File: config.mk
export PLATFORM = sky130hd
export DESIGN_NAME = fpu_mm_queued
export DESIGN_NICKNAME = d
export VERILOG_FILES = /design/src/rtl/fpu_mm_queued.sv
export SDC_FILE = /design/constraint.sdc
export NUM_CORES = 1
export LEC_CHECK = 0
export ABC_AREA = 1
export CAP_MARGIN = 40
export CORE_UTILIZATION = 52
export CTS_CLUSTER_SIZE = 8
export DETAILED_ROUTE_END_ITERATION = 10
export PLACE_DENSITY = 0.76
export SYNTH_ARGS = -nofsm -noshare
export SYNTH_HDL_FRONTEND = slang
export SYNTH_SLANG_ARGS = --single-unit
File: constraint.sdc
create_clock -name clk -period 3 [get_ports clk]
set_clock_uncertainty 0.15 [all_clocks]
set_input_delay 0.45 -clock clk [delete_from_list [all_inputs] [get_ports clk]]
set_output_delay 0.45 -clock clk [all_outputs]
set_load 0.1 [all_outputs]
File: src/rtl/fpu_mm_queued.sv
// Avalon-MM front end for the sign-magnitude FPU core: command FIFO, a
// sequencer that issues one operation at a time, and a result FIFO.
module fpu_mm_queued #(
  parameter int INT_W       = 8,
  parameter int FRAC_W      = 8,
  parameter int DEPTH       = 4,
  parameter int TIMEOUT_CYC = 1024
) (
  input  logic                      clk,
  input  logic                      reset,
  input  logic                      chipselect,
  input  logic [4:0]                address,
  input  logic                      write,
  input  logic                      read,
  input  logic [31:0]               writedata,
  output logic [31:0]               readdata,
  output logic                      irq,
  output logic                      core_start,
  output logic [INT_W+FRAC_W:0]     core_a,
  output logic [INT_W+FRAC_W:0]     core_b,
  output logic [1:0]                core_op,
  input  logic                      core_done,
  input  logic [31:0]               core_result
);

  localparam int OP_W  = 1 + INT_W + FRAC_W;
  localparam int PW    = $clog2(DEPTH);
  localparam int CW    = PW + 1;
  localparam int CMD_W = 2 * OP_W + 2;
  localparam int TW    = $clog2(TIMEOUT_CYC) + 1;

  localparam logic [4:0] A_OPA    = 5'h00;
  localparam logic [4:0] A_OPB    = 5'h01;
  localparam logic [4:0] A_CMD    = 5'h02;
  localparam logic [4:0] A_RESULT = 5'h03;
  localparam logic [4:0] A_STATUS = 5'h04;
  localparam logic [4:0] A_CTRL   = 5'h05;

  typedef enum logic [1:0] {S_IDLE, S_ISSUE, S_WAIT, S_DRAIN} state_t;

  state_t state, state_nx;

  logic wr_acc, rd_acc;
  logic wr_cmd, wr_ctrl, rd_result, flush;

  logic [OP_W-1:0] opa_stage, opb_stage;
  logic            irq_en, ovf_flag, unf_flag, to_flag;

  logic [CMD_W-1:0] cmd_mem [DEPTH];
  logic [PW-1:0]    cmd_wp, cmd_rp;
  logic [CW-1:0]    cmd_count;
  logic             cmd_full, cmd_empty, cmd_push, cmd_pop;
  logic [CMD_W-1:0] cmd_head;

  logic [31:0]      res_mem [DEPTH];
  logic [PW-1:0]    res_wp, res_rp;
  logic [CW-1:0]    res_count;
  logic             res_full, res_empty, res_push, res_pop;
  logic [31:0]      res_head;

  logic             seq_push, to_set, launch, tmo_expire;
  logic [31:0]      seq_data;
  logic [TW-1:0]    tmo_cnt;

  assign wr_acc    = chipselect & write;
  assign rd_acc    = chipselect & read;
  assign wr_cmd    = wr_acc & (address == A_CMD);
  assign wr_ctrl   = wr_acc & (address == A_CTRL);
  assign rd_result = rd_acc & (address == A_RESULT);
  assign flush     = wr_ctrl & writedata[2];

  generate
    if (OP_W < 32) begin : g_unused_wd
      logic unused_wd;
      assign unused_wd = ^writedata[31:OP_W];
    end
  endgenerate

  // Command FIFO; a full FIFO drops the push even if the sequencer pops now.
  assign cmd_full  = (cmd_count == CW'(DEPTH));
  assign cmd_empty = (cmd_count == '0);
  assign cmd_push  = wr_cmd & ~cmd_full & ~flush;
  assign cmd_pop   = (state == S_ISSUE) & ~cmd_empty & ~flush;
  assign cmd_head  = cmd_mem[cmd_rp];

  always_ff @(posedge clk) begin
    if (reset) begin
      cmd_wp    <= '0;
      cmd_rp    <= '0;
      cmd_count <= '0;
    end else if (flush) begin
      cmd_wp    <= '0;
      cmd_rp    <= '0;
      cmd_count <= '0;
    end else begin
      if (cmd_push) cmd_wp <= cmd_wp + PW'(1);
      if (cmd_pop)  cmd_rp <= cmd_rp + PW'(1);
      cmd_count <= cmd_count + CW'(cmd_push) - CW'(cmd_pop);
    end
  end

  always_ff @(posedge clk) begin
    if (cmd_push) cmd_mem[cmd_wp] <= {opa_stage, opb_stage, writedata[1:0]};
  end

  assign res_full  = (res_count == CW'(DEPTH));
  assign res_empty = (res_count == '0);
  assign res_push  = seq_push & ~flush;
  assign res_pop   = rd_result & ~res_empty & ~flush;
  assign res_head  = res_mem[res_rp];

  always_ff @(posedge clk) begin
    if (reset) begin
      res_wp    <= '0;
      res_rp    <= '0;
      res_count <= '0;
    end else if (flush) begin
      res_wp    <= '0;
      res_rp    <= '0;
      res_count <= '0;
    end else begin
      if (res_push) res_wp <= res_wp + PW'(1);
      if (res_pop)  res_rp <= res_rp + PW'(1);
      res_count <= res_count + CW'(res_push) - CW'(res_pop);
    end
  end

  always_ff @(posedge clk) begin
    if (res_push) res_mem[res_wp] <= seq_data;
  end

  // Sequencer. A flush while an operation is in flight parks in DRAIN so
  // the stale core_done (or the timeout) is absorbed without a push.
  assign tmo_expire = (tmo_cnt == TW'(TIMEOUT_CYC - 1));
  assign launch     = (state == S_IDLE) & (state_nx == S_ISSUE);

  always_comb begin
    state_nx = state;
    seq_push = 1'b0;
    seq_data = '0;
    to_set   = 1'b0;
    case (state)
      S_IDLE: begin
        if (!cmd_empty && !res_full && !flush) state_nx = S_ISSUE;
      end
      S_ISSUE: begin
        state_nx = flush ? S_DRAIN : S_WAIT;
      end
      S_WAIT: begin
        if (core_done) begin
          seq_push = 1'b1;
          seq_data = core_result;
          state_nx = S_IDLE;
        end else if (tmo_expire) begin
          seq_push = 1'b1;
          seq_data = 32'hFFFF_FFFF;
          to_set   = 1'b1;
          state_nx = S_IDLE;
        end else if (flush) begin
          state_nx = S_DRAIN;
        end
      end
      S_DRAIN: begin
        if (core_done || tmo_expire) state_nx = S_IDLE;
      end
      default: state_nx = S_IDLE;
    endcase
  end

  always_ff @(posedge clk) begin
    if (reset) begin
      state      <= S_IDLE;
      core_start <= 1'b0;
      core_a     <= '0;
      core_b     <= '0;
      core_op    <= '0;
      tmo_cnt    <= '0;
    end else begin
      state      <= state_nx;
      core_start <= launch;
      if (launch) begin
        core_a  <= cmd_head[CMD_W-1 -: OP_W];
        core_b  <= cmd_head[2 +: OP_W];
        core_op <= cmd_head[1:0];
      end
      if (state == S_ISSUE)
        tmo_cnt <= '0;
      else if ((state == S_WAIT || state == S_DRAIN) && !tmo_expire)
        tmo_cnt <= tmo_cnt + TW'(1);
    end
  end

  // Register file; setting a sticky flag wins over a same-cycle clear.
  always_ff @(posedge clk) begin
    if (reset) begin
      opa_stage <= '0;
      opb_stage <= '0;
      irq_en    <= 1'b0;
      ovf_flag  <= 1'b0;
      unf_flag  <= 1'b0;
      to_flag   <= 1'b0;
      irq       <= 1'b0;
    end else begin
      if (wr_acc && address == A_OPA) opa_stage <= writedata[OP_W-1:0];
      if (wr_acc && address == A_OPB) opb_stage <= writedata[OP_W-1:0];
      if (wr_ctrl) irq_en <= writedata[0];
      if (wr_cmd && cmd_full)                  ovf_flag <= 1'b1;
      else if (wr_ctrl && writedata[1])        ovf_flag <= 1'b0;
      if (rd_result && res_empty && !flush)    unf_flag <= 1'b1;
      else if (wr_ctrl && writedata[1])        unf_flag <= 1'b0;
      if (to_set)                              to_flag  <= 1'b1;
      else if (wr_ctrl && writedata[1])        to_flag  <= 1'b0;
      irq <= irq_en & ~res_empty;
    end
  end

  always_ff @(posedge clk) begin
    if (reset) begin
      readdata <= '0;
    end else if (rd_acc) begin
      case (address)
        A_RESULT: readdata <= res_empty ? 32'd0 : res_head;
        A_STATUS: readdata <= {8'd0, 8'(res_count), 8'(cmd_count),
                               to_flag, unf_flag, ovf_flag, res_full,
                               res_empty, cmd_empty, cmd_full,
                               (state != S_IDLE)};
        A_CTRL:   readdata <= {31'd0, irq_en};
        default:  readdata <= 32'd0;
      endcase
    end
  end

endmodule

# Yosys cells after proc, flatten, opt, wreduce, memory -nomap -nowiden
# Memories as Yosys holds them, arrays and structs flattened. A register that Yosys moved wholly into a read port is not among the register bits.
# Cells that the tools add are included.
[totals]
regBits = 99
mem_bits_rw = 272
inputBits = 75
out_inout_bits = 70
wordCells = 111
memories = 2
[classes]
n_addsub = 9
n_eq_ne = 12
muxes = 27
bitwise_logic = 19
n_reduce_logical = 25
[mem_list]
columns = ["memory", "words", "width", "rd", "rd_clocked_by_memory_dff", "write_ports", "line", "text"]
rows = [
  ["cmd_mem", 4, 36, 1, 1, 1, "49", "logic [CMD_W-1:0] cmd_mem [DEPTH];"],
  ["res_mem", 4, 32, 1, 1, 1, "55", "logic [31:0] res_mem [DEPTH];"],
]
[ops]
columns = ["operator", "n"]
rows = [
  ["$mux 32", 4],
  ["$pmux 32 s3", 1],
  ["$and 1x1->1", 15],
  ["$mux 1", 14],
  ["$mux 2", 7],
  ["$add 11x1->11 const B", 1],
  ["$eq 11x10->1 const B", 1],
  ["$eq 5x2->1 const B", 2],
  ["$eq 5x3->1 const B", 2],
  ["$logic_and 1x1->1", 9],
  ["$add 2x1->2 const B", 4],
  ["$pmux 2 s4", 1],
  ["$reduce_bool 2->1", 4],
  ["$add 3x1->3", 2],
  ["$eq 3x3->1 const B", 2],
  ["$logic_not 3->1", 2],
  ["$sub 3x1->3", 2],
  ["$eq 5x1->1 const B", 1],
  ["$logic_not 5->1", 1],
  ["$eq 2x1->1 const B", 2],
  ["$eq 2x2->1 const B", 2],
  ["$logic_not 1->1", 4],
  ["$not 1->1", 4],
  ["$reduce_or 2->1", 2],
  ["2 further kinds", 3],
]

# Logic depth before layout (Yosys ltp)
# Gate-level depths: netlist of the first run.
[depth]
depth_word = 9
ltp_mapped = 13
ltp_nobuf = 13

# Worst setup path before layout of the first run
# Ideal clock, no wire load.
[synth_path]
path_kind = "input port to flip-flop"
start = "input address[3]"
end = "memory cmd_mem[0][0] in the netlist's numbering, enable pin"
setup_ns = 0.429
t_arrival_ns = 2.534
required_ns = 2.421
path_slack_ns = -0.114
path_stages = 5
n_path_buf = 0
path_cell_list = "nor2_2 -> nand2_1 -> nor2_4 -> nand4_4 -> nor2_1"
[synth_via]
elab_chain_cells = 7
elab_cells_between_ends = 10
classes_between = "eq/ne (2); mux (2); bitwise (6)"
[synth_rtl]
columns = ["element", "line", "text"]
rows = [
  ["start, declared", "12", "input logic [4:0] address,"],
  ["$eq 5x3->1", "68", "assign wr_ctrl = wr_acc & (address == A_CTRL);"],
  ["$and 1x1->1", "68", ""],
  ["$and 1x1->1", "70", "assign flush = wr_ctrl & writedata[2];"],
  ["$not 1->1", "82", "assign cmd_push = wr_cmd & ~cmd_full & ~flush;"],
  ["$and 1x1->1 *", "82", ""],
  ["$mux 1 *", "103", "if (cmd_push) cmd_mem[cmd_wp] <= {opa_stage, opb_stage, writedata[1:0]};"],
  ["$mux 1 (implied by the code) *", "103", ""],
  ["end, declared", "49", ""],
]
# Mark *: on every way between the ends. The rest lies on a longest branch, timed or not.

# Worst setup path after layout of the first run
[layout_path]
start = "register tmo_cnt[0]"
end = "register res_count[2]"
[layout_via]
elab_chain_cells = 7
[layout_rtl]
columns = ["element", "line", "text"]
rows = [
  ["start, declared", "63", "logic [TW-1:0] tmo_cnt;"],
  ["start signal, assigned", "189", "tmo_cnt <= tmo_cnt + TW'(1);"],
  ["$eq 11x10->1", "134", "assign tmo_expire = (tmo_cnt == TW'(TIMEOUT_CYC - 1));"],
  ["$mux 1", "154", "end else if (tmo_expire) begin"],
  ["$mux 1", "150", "if (core_done) begin"],
  ["$mux 1", "142", "case (state)"],
  ["$and 1x1->1", "108", "assign res_push = seq_push & ~flush;"],
  ["$add 3x1->3", "124", "res_count <= res_count + CW'(res_push) - CW'(res_pop);"],
  ["$sub 3x1->3", "124", ""],
  ["end signal, assigned", "124", ""],
  ["end, declared", "57", "logic [CW-1:0] res_count;"],
]
# No other way between the ends.
# A chain may end at the register's enable or synchronous reset.

==> impl_metrics.env, run 1 <==
export IMPL_final_cells=2173
export IMPL_r2r_end="res_count[2]"
export IMPL_cts_buffers=57
export IMPL_fp_dieW_um=179
export IMPL_relSlewSlack=0.425
export IMPL_overflow=0
export IMPL_rsz0062_at_grt="no"
export IMPL_htree_levels=2
export IMPL_area_growth_syn_to_layout_pct=21.2
export IMPL_portBuffers=129
export IMPL_hold_start="readdata[15]"
export IMPL_cp_end_kind="register"
export IMPL_syn_inst=1569
export IMPL_clkSlewWorstSetupHoldPaths_ps=50
export IMPL_timing_fmax_mhz=363
export IMPL_drive_gt1_frac=0.131
export IMPL_die_y_um=179
export IMPL_yosys_cell_types_count=38
export IMPL_wire_per_inst_um=17.5
export IMPL_critical_path_most_common_cell="ha_1"
export IMPL_cp_arrival_ps=3080
export IMPL_root_buffer="clkbuf_16"
export IMPL_finalHoldViolCount=0
export IMPL_antenna_found_initial=2
export IMPL_postPlaceCellArea_um2=18000
export IMPL_synthArstFlopShare=0
export IMPL_drtAntennaViolNets=0
export IMPL_synthesis_nets=1659
export IMPL_status="completed"
export IMPL_yosysSeqAreaShare=0.672
export IMPL_tritoncts="built"
export IMPL_ctsResizeCount=0
export IMPL_cts_sinks=409
export IMPL_criticalPathCategory="reg2reg"
export IMPL_crit_chain="ha_1 > inv_1 > nor2_2 > nand3_2 > nand2_1 > nand3_1 > ha_1 > inv_1 > ha_1 > fa_1 > xnor2_1 > xor2_1 > nor2_1"
export IMPL_worstMarginPinSlew_ps=861
export IMPL_grt_usage=0.243
export IMPL_ctsHoldBuffers=0
export IMPL_max_vdd_ir_drop_mv=0.481
export IMPL_wirelength_um=38000
export IMPL_ys_seq_elements=409
export IMPL_finalCritPeriodShare=0.918
export IMPL_synth_top_area_frac=0.503
export IMPL_drc=0
export IMPL_pin_count=145
export IMPL_syn_area_um2=16200
export IMPL_num_rows=64
export IMPL_crit_buf_inv=2
export IMPL_start_util=0.529
export IMPL_hp_class="reg2reg"
export IMPL_place_hpwl_um=23100
export IMPL_cp_start_kind="register"
export IMPL_final_max_slew_viol_count=0
export IMPL_grt_pass1_wl_um=59700
export IMPL_hold_end="readdata[15]"
export IMPL_grt_pass1_vias=11700
export IMPL_r2r_cells=13
export IMPL_crit_slowest_cell="dfxtp_1"
export IMPL_worst_hold_path_num_cells=2
export IMPL_setup_viol=0
export IMPL_cp_data_required_time_ps=3330
export IMPL_clk_latency_ps=590
export IMPL_r2r_slack_ps=250
export IMPL_crit_family="adder cells"
export IMPL_worst_path_largest_cell_delay_ps=380
export IMPL_drt_initial_drc_count=1027
export IMPL_grt_max_degree=79
export IMPL_r2r_start="tmo_cnt[0]"
export IMPL_fin_nets=1821
export IMPL_synthTopCellsByCount="nand2_1 (405), edfxtp_1 (272), nor2_1 (222), dfxtp_1 (137)"
export IMPL_holdWs_ps=317
export IMPL_netlist_top_cells_area="edfxtp_1 (50%), dfxtp_1 (17%), nand2_1 (9.4%), nor2_1 (5.1%), a21oi_1 (3.2%)"
export IMPL_ys_warn_count=0
export IMPL_p_leak_nw=7.72
export IMPL_place_gp_congestion=0.811
export IMPL_dp_cells=2068
export IMPL_dieArea_um2=31900
export IMPL_syn_avg_cell_area_um2=10.3
export IMPL_core_um2=30700
export IMPL_clock_path_buffers=3
export IMPL_final_area_um2=19700
export IMPL_cp_max_fo=5
export IMPL_synth_main_ff_cell="edfxtp_1"
export IMPL_synth_edf_count=272
export IMPL_via_per_inst=5.40
export IMPL_postCtsSetupRepairBufs=0
export IMPL_vias=11700
export IMPL_dr_pass1_iters=6
export IMPL_power_density_nw_per_um2=616
export IMPL_synth_most_common_cell="nand2_1"
export IMPL_period_minus_slack_ps=2750
export IMPL_maxCapViolations=0
export IMPL_p_total_mw=12.1
export IMPL_yosys_area_top_type="edfxtp_1"
[state kept, by name, summed over array words and instances, names as in the netlist, 3 cells and up, named ones only]
name       cells
cmd_count      3
cmd_mem      144
core_a        17
core_b        17
opa_stage     17
opb_stage     17
readdata      32
res_count      3
res_mem      128
tmo_cnt       11
[stage by stage]
step	setup TNS [ps]	util	worst slack [ps]
after floorplan	-22970	-	-114
after global routing	0	0.642	3.30
after CTS	0	0.641	251
after detailed placement	-214	0.587	-116
after global placement	-53.0	0.587	-45.1
final	0	0.642	247
[layer usage]
layer	part of all wire	track usage	up-vias
met2	0.50	0.420	483
met1	0.40	0.299	5556
met3	0.068	0.0428	90
met4	0.032	0.102	2
li1	-	-	5606
met5	0.00034	0	-
[how the worst max path moves through the flow]
stage | from | to | slack [ps] | depth (start not counted)
final | tmo_cnt[0] | res_count[2] | 250 | 13
after global routing | tmo_cnt[0] | res_count[2] | 3 | 13
after CTS | tmo_cnt[0] | res_count[2] | 250 | 13
after detailed placement | address[3] | res_count[2] | -120 | 14
after global placement | address[3] | cmd_count[2] | -50 | 14
after floorplan | address[3] | cmd_mem[0][0] | -110 | 5
[cells by family after synthesis]
group	count (synthesis)	synth area share
AOI/OAI and AO/OA	260	0.0907
xor gates and xnor gates	7	0.00378
adders and majority gates	15	0.0125
buffers and inverters	178	0.0479
DFF	409	0.672
and+or+nand+nor	700	0.173
[worst reg2reg max path: cells and delay by family, from the launching register on]
kind                       cells  cell delay [ps]
adders and majority gates      4             1020
and+or+nand+nor                5              660
DFF                            1              380
xor gates and xnor gates       2              370
buffers and inverters          2              110
[cell type report]
class,count,area (um^2)
multi-input combinational,982,4590
antenna,1,2.50
inverter,97,364
clock buffer,101,1590
fill,2287,11000
tap,396,495
timing repair buffer,184,1650
sequential,409,10900
clock inverter,3,68.8
[cells in the final DEF, fill, tap and decap left out, types with 2 or more instances in the layout]
cell and count:
a21oi_1 103, a21oi_2 10, a32o_1 22, buf_12 10
buf_4 115, clkbuf_1 44, clkbuf_16 57, clkdlybuf4s50_1 59
clkinv_16 2, dfxtp_1 135, dfxtp_2 2, edfxtp_1 272
fa_1 2, ha_1 13, inv_1 85, inv_2 11
nand2_1 405, nand2_2 3, nand3_1 42, nand3_2 2
nand4_1 6, nor2_1 214, nor2_2 8, nor2_4 6
nor3_1 5, o21ai_0 103, o21ai_1 3, o22ai_1 19
xnor2_1 2, xor2_1 5
[power by group]
group	total (mW)	switching (mW)	leakage, nW	internal, mW
sequential	5.97	0.00862	3.55	5.97
combinational	0.279	0.169	3.39	0.110
clock	5.86	2.30	0.781	3.56
Note: power is estimated with default switching activity, not from simulation.
==> run 2, diff against run 1 <==
--- a/config.mk
+++ b/config.mk
@@ -7,10 +7,11 @@
 export LEC_CHECK = 0
 export ABC_AREA = 1
 export CAP_MARGIN = 40
-export CORE_UTILIZATION = 52
+export CORE_UTILIZATION = 65
 export CTS_CLUSTER_SIZE = 8
 export DETAILED_ROUTE_END_ITERATION = 10
-export PLACE_DENSITY = 0.76
+export DONT_BUFFER_PORTS = 1
+export PLACE_DENSITY = 0.81
 export SYNTH_ARGS = -nofsm -noshare
 export SYNTH_HDL_FRONTEND = slang
 export SYNTH_SLANG_ARGS = --single-unit
==> constraint.sdc (replaced) <==
create_clock -name clk -period 3.5 [get_ports clk]
set_clock_uncertainty 0.15 [all_clocks]
set_input_delay 0.525 -clock clk [delete_from_list [all_inputs] [get_ports clk]]
set_output_delay 0.525 -clock clk [all_outputs]
set_load 0.1 [all_outputs]
==> impl_metrics.env, run 2 (synthesis gave the netlist of run 1 again) <==
export IMPL_status="completed"
export IMPL_cp_end_kind="register"
export IMPL_clock_path_buffers=3
export IMPL_finalCritPeriodShare=0.845
export IMPL_fin_nets=1751
export IMPL_drt_initial_drc_count=1284
export IMPL_largest_register_ffs=144
export IMPL_pin_count=145
export IMPL_overflow=0
export IMPL_cp_max_fo=6
export IMPL_criticalPathCategory="reg2reg"
export IMPL_clk_latency_ps=580
export IMPL_via_per_inst=5.88
export IMPL_cts_buffers=57
export IMPL_hold_end="opb_stage[9]"
export IMPL_postPlaceCellArea_um2=17700
export IMPL_cp_data_required_time_ps=3780
export IMPL_timing_fmax_mhz=338
export IMPL_place_gp_congestion=0.795
export IMPL_r2r_cells=13
export IMPL_wirelength_um=39900
export IMPL_r2r_start="tmo_cnt[0]"
export IMPL_cts_sinks=409
export IMPL_root_buffer="clkbuf_16"
export IMPL_max_vdd_ir_drop_mv=0.521
export IMPL_period_minus_slack_ps=2960
export IMPL_grt_max_degree=79
export IMPL_clkSlewWorstSetupHoldPaths_ps=50
export IMPL_multi_input_area_um2=4590
export IMPL_antenna_found_initial=0
export IMPL_portBuffers=0
export IMPL_worstMarginPinSlew_ps=891
export IMPL_mostFrequentLayoutCells="nand2_1 (405), edfxtp_1 (272), nor2_1 (214)"
export IMPL_cp_start_kind="register"
export IMPL_core_um2=24400
export IMPL_reg_largest_list="cmd_mem: 144 flops, res_mem: 128 flops, readdata: 32 flops"
export IMPL_final_max_slew_viol_count=0
export IMPL_final_area_um2=19500
export IMPL_nFillCells=1325
export IMPL_r2r_slack_ps=540
export IMPL_rsz0062_at_grt="no"
export IMPL_finalHoldViolCount=0
export IMPL_htree_levels=2
export IMPL_r2r_end="res_count[2]"
export IMPL_final_core_util=0.801
export IMPL_cp_arrival_ps=3240
export IMPL_wire_per_inst_um=19.6
export IMPL_num_rows=57
export IMPL_tritoncts="built"
export IMPL_hold_start="writedata[9]"
export IMPL_power_density_nw_per_um2=531
export IMPL_grt_pass1_vias=12200
export IMPL_drtAntennaViolNets=0
export IMPL_dr_pass1_iters=6
export IMPL_setup_tns_ps=0
export IMPL_start_util=0.666
export IMPL_postCtsSetupRepairBufs=0
export IMPL_area_growth_syn_to_layout_pct=20.3
export IMPL_grt_usage=0.315
export IMPL_vias=12000
export IMPL_relSlewSlack=0.405
export IMPL_final_common_cell="nand2_1"
export IMPL_dieArea_um2=25600
export IMPL_place_hpwl_um=22100
export IMPL_setup_viol=0
export IMPL_drc=0
export IMPL_drive_gt1_frac=0.119
export IMPL_register_area_um2=10900
export IMPL_antenna_diode_count=0
export IMPL_grt_pass1_wl_um=62900
export IMPL_fp_dieW_um=160
export IMPL_hp_class="in2reg"
export IMPL_p_leak_nw=7.57
export IMPL_die_y_um=160
export IMPL_maxCapViolations=0
export IMPL_worst_hold_path_num_cells=2
export IMPL_max_flop_register="cmd_mem"
==> run 2: cell count changes in the layout (fill, tap and decap cells not counted), moves of 7 or more <==
cell,change
buf_12,-7
buf_16,+10
buf_4,-92
buf_8,+60
clkdlybuf4s50_1,-59
dlygate4sd3_1,+18
==> run 2: where the power goes <==
part	total (mW)	internal [mW]	switching [mW]
Sequential	5.12	5.11	0.0100
Combinational	0.186	0.0535	0.133
Clock	5.06	3.06	2.00
Total	10.4	8.23	2.15
==> run 2: worst max-delay path by stage <==
stage / startpoint / end / slack (ps) / cells after the start
detailed placement: tmo_cnt[0] / res_count[2] / 530 / 13
global placement: tmo_cnt[0] / res_count[2] / 610 / 13
global route: tmo_cnt[0] / res_count[2] / 310 / 13
finish: tmo_cnt[0] / res_count[2] / 540 / 13
floorplan: address[3] / cmd_mem[0][0] / 310 / 5
CTS: tmo_cnt[0] / res_count[2] / 520 / 13
==> run 2: critical path, cell delays in order (launching register included) <==
cell and delay, ps:
dfxtp_1 380, ha_1 160, inv_1 70, nor2_2 180, nand3_2 130, nand2_1 110, nand3_1 270, ha_1 390
inv_1 40, ha_1 180, fa_1 380, xnor2_1 180, xor2_1 160, nor2_1 50
==> run 2: cell type report <==
| type | instances | area share |
|---|---|---|
| tap | 324 | 0.0208 |
| clock buffer | 102 | 0.0817 |
| clock inverter | 4 | 0.00384 |
| inverter | 97 | 0.0186 |
| sequential | 409 | 0.559 |
| timing repair buffer | 114 | 0.0814 |
| multi-input combinational | 982 | 0.235 |
==> run 2: through the flow <==
| step | total power [mW] | worst slack (ps) | hold slack, ps | std cells |
|---|---|---|---|---|
| CTS | 10.4 | 525 | 5.07 | 2032 |
| floorplan | 5.32 | 311 | 283 | 1569 |
| global route | 10.6 | 306 | 31.0 | 2032 |
| finish | 10.4 | 543 | 10.5 | 2032 |
| global placement | 5.34 | 608 | 292 | 1837 |
| detailed placement | 5.37 | 533 | 303 | 1907 |
==> run 2: timing repair <==
| action | 4_1_cts | 5_1_grt |
|---|---|---|
| hold buffers | 19 | 0 |
| endpoints found under the hold margin | 75 | 0 |
| resized for setup | 0 | 0 |
==> run 2: layer usage <==
metal	wire, um	part of all wire	vias to the layer above	GRT usage
li1	-	-	5467	-
met1	14600	0.37	5664	0.376
met2	20600	0.52	703	0.553
met3	3230	0.081	117	0.0522
met4	1510	0.038	0	0.156
met5	0	0	-	0
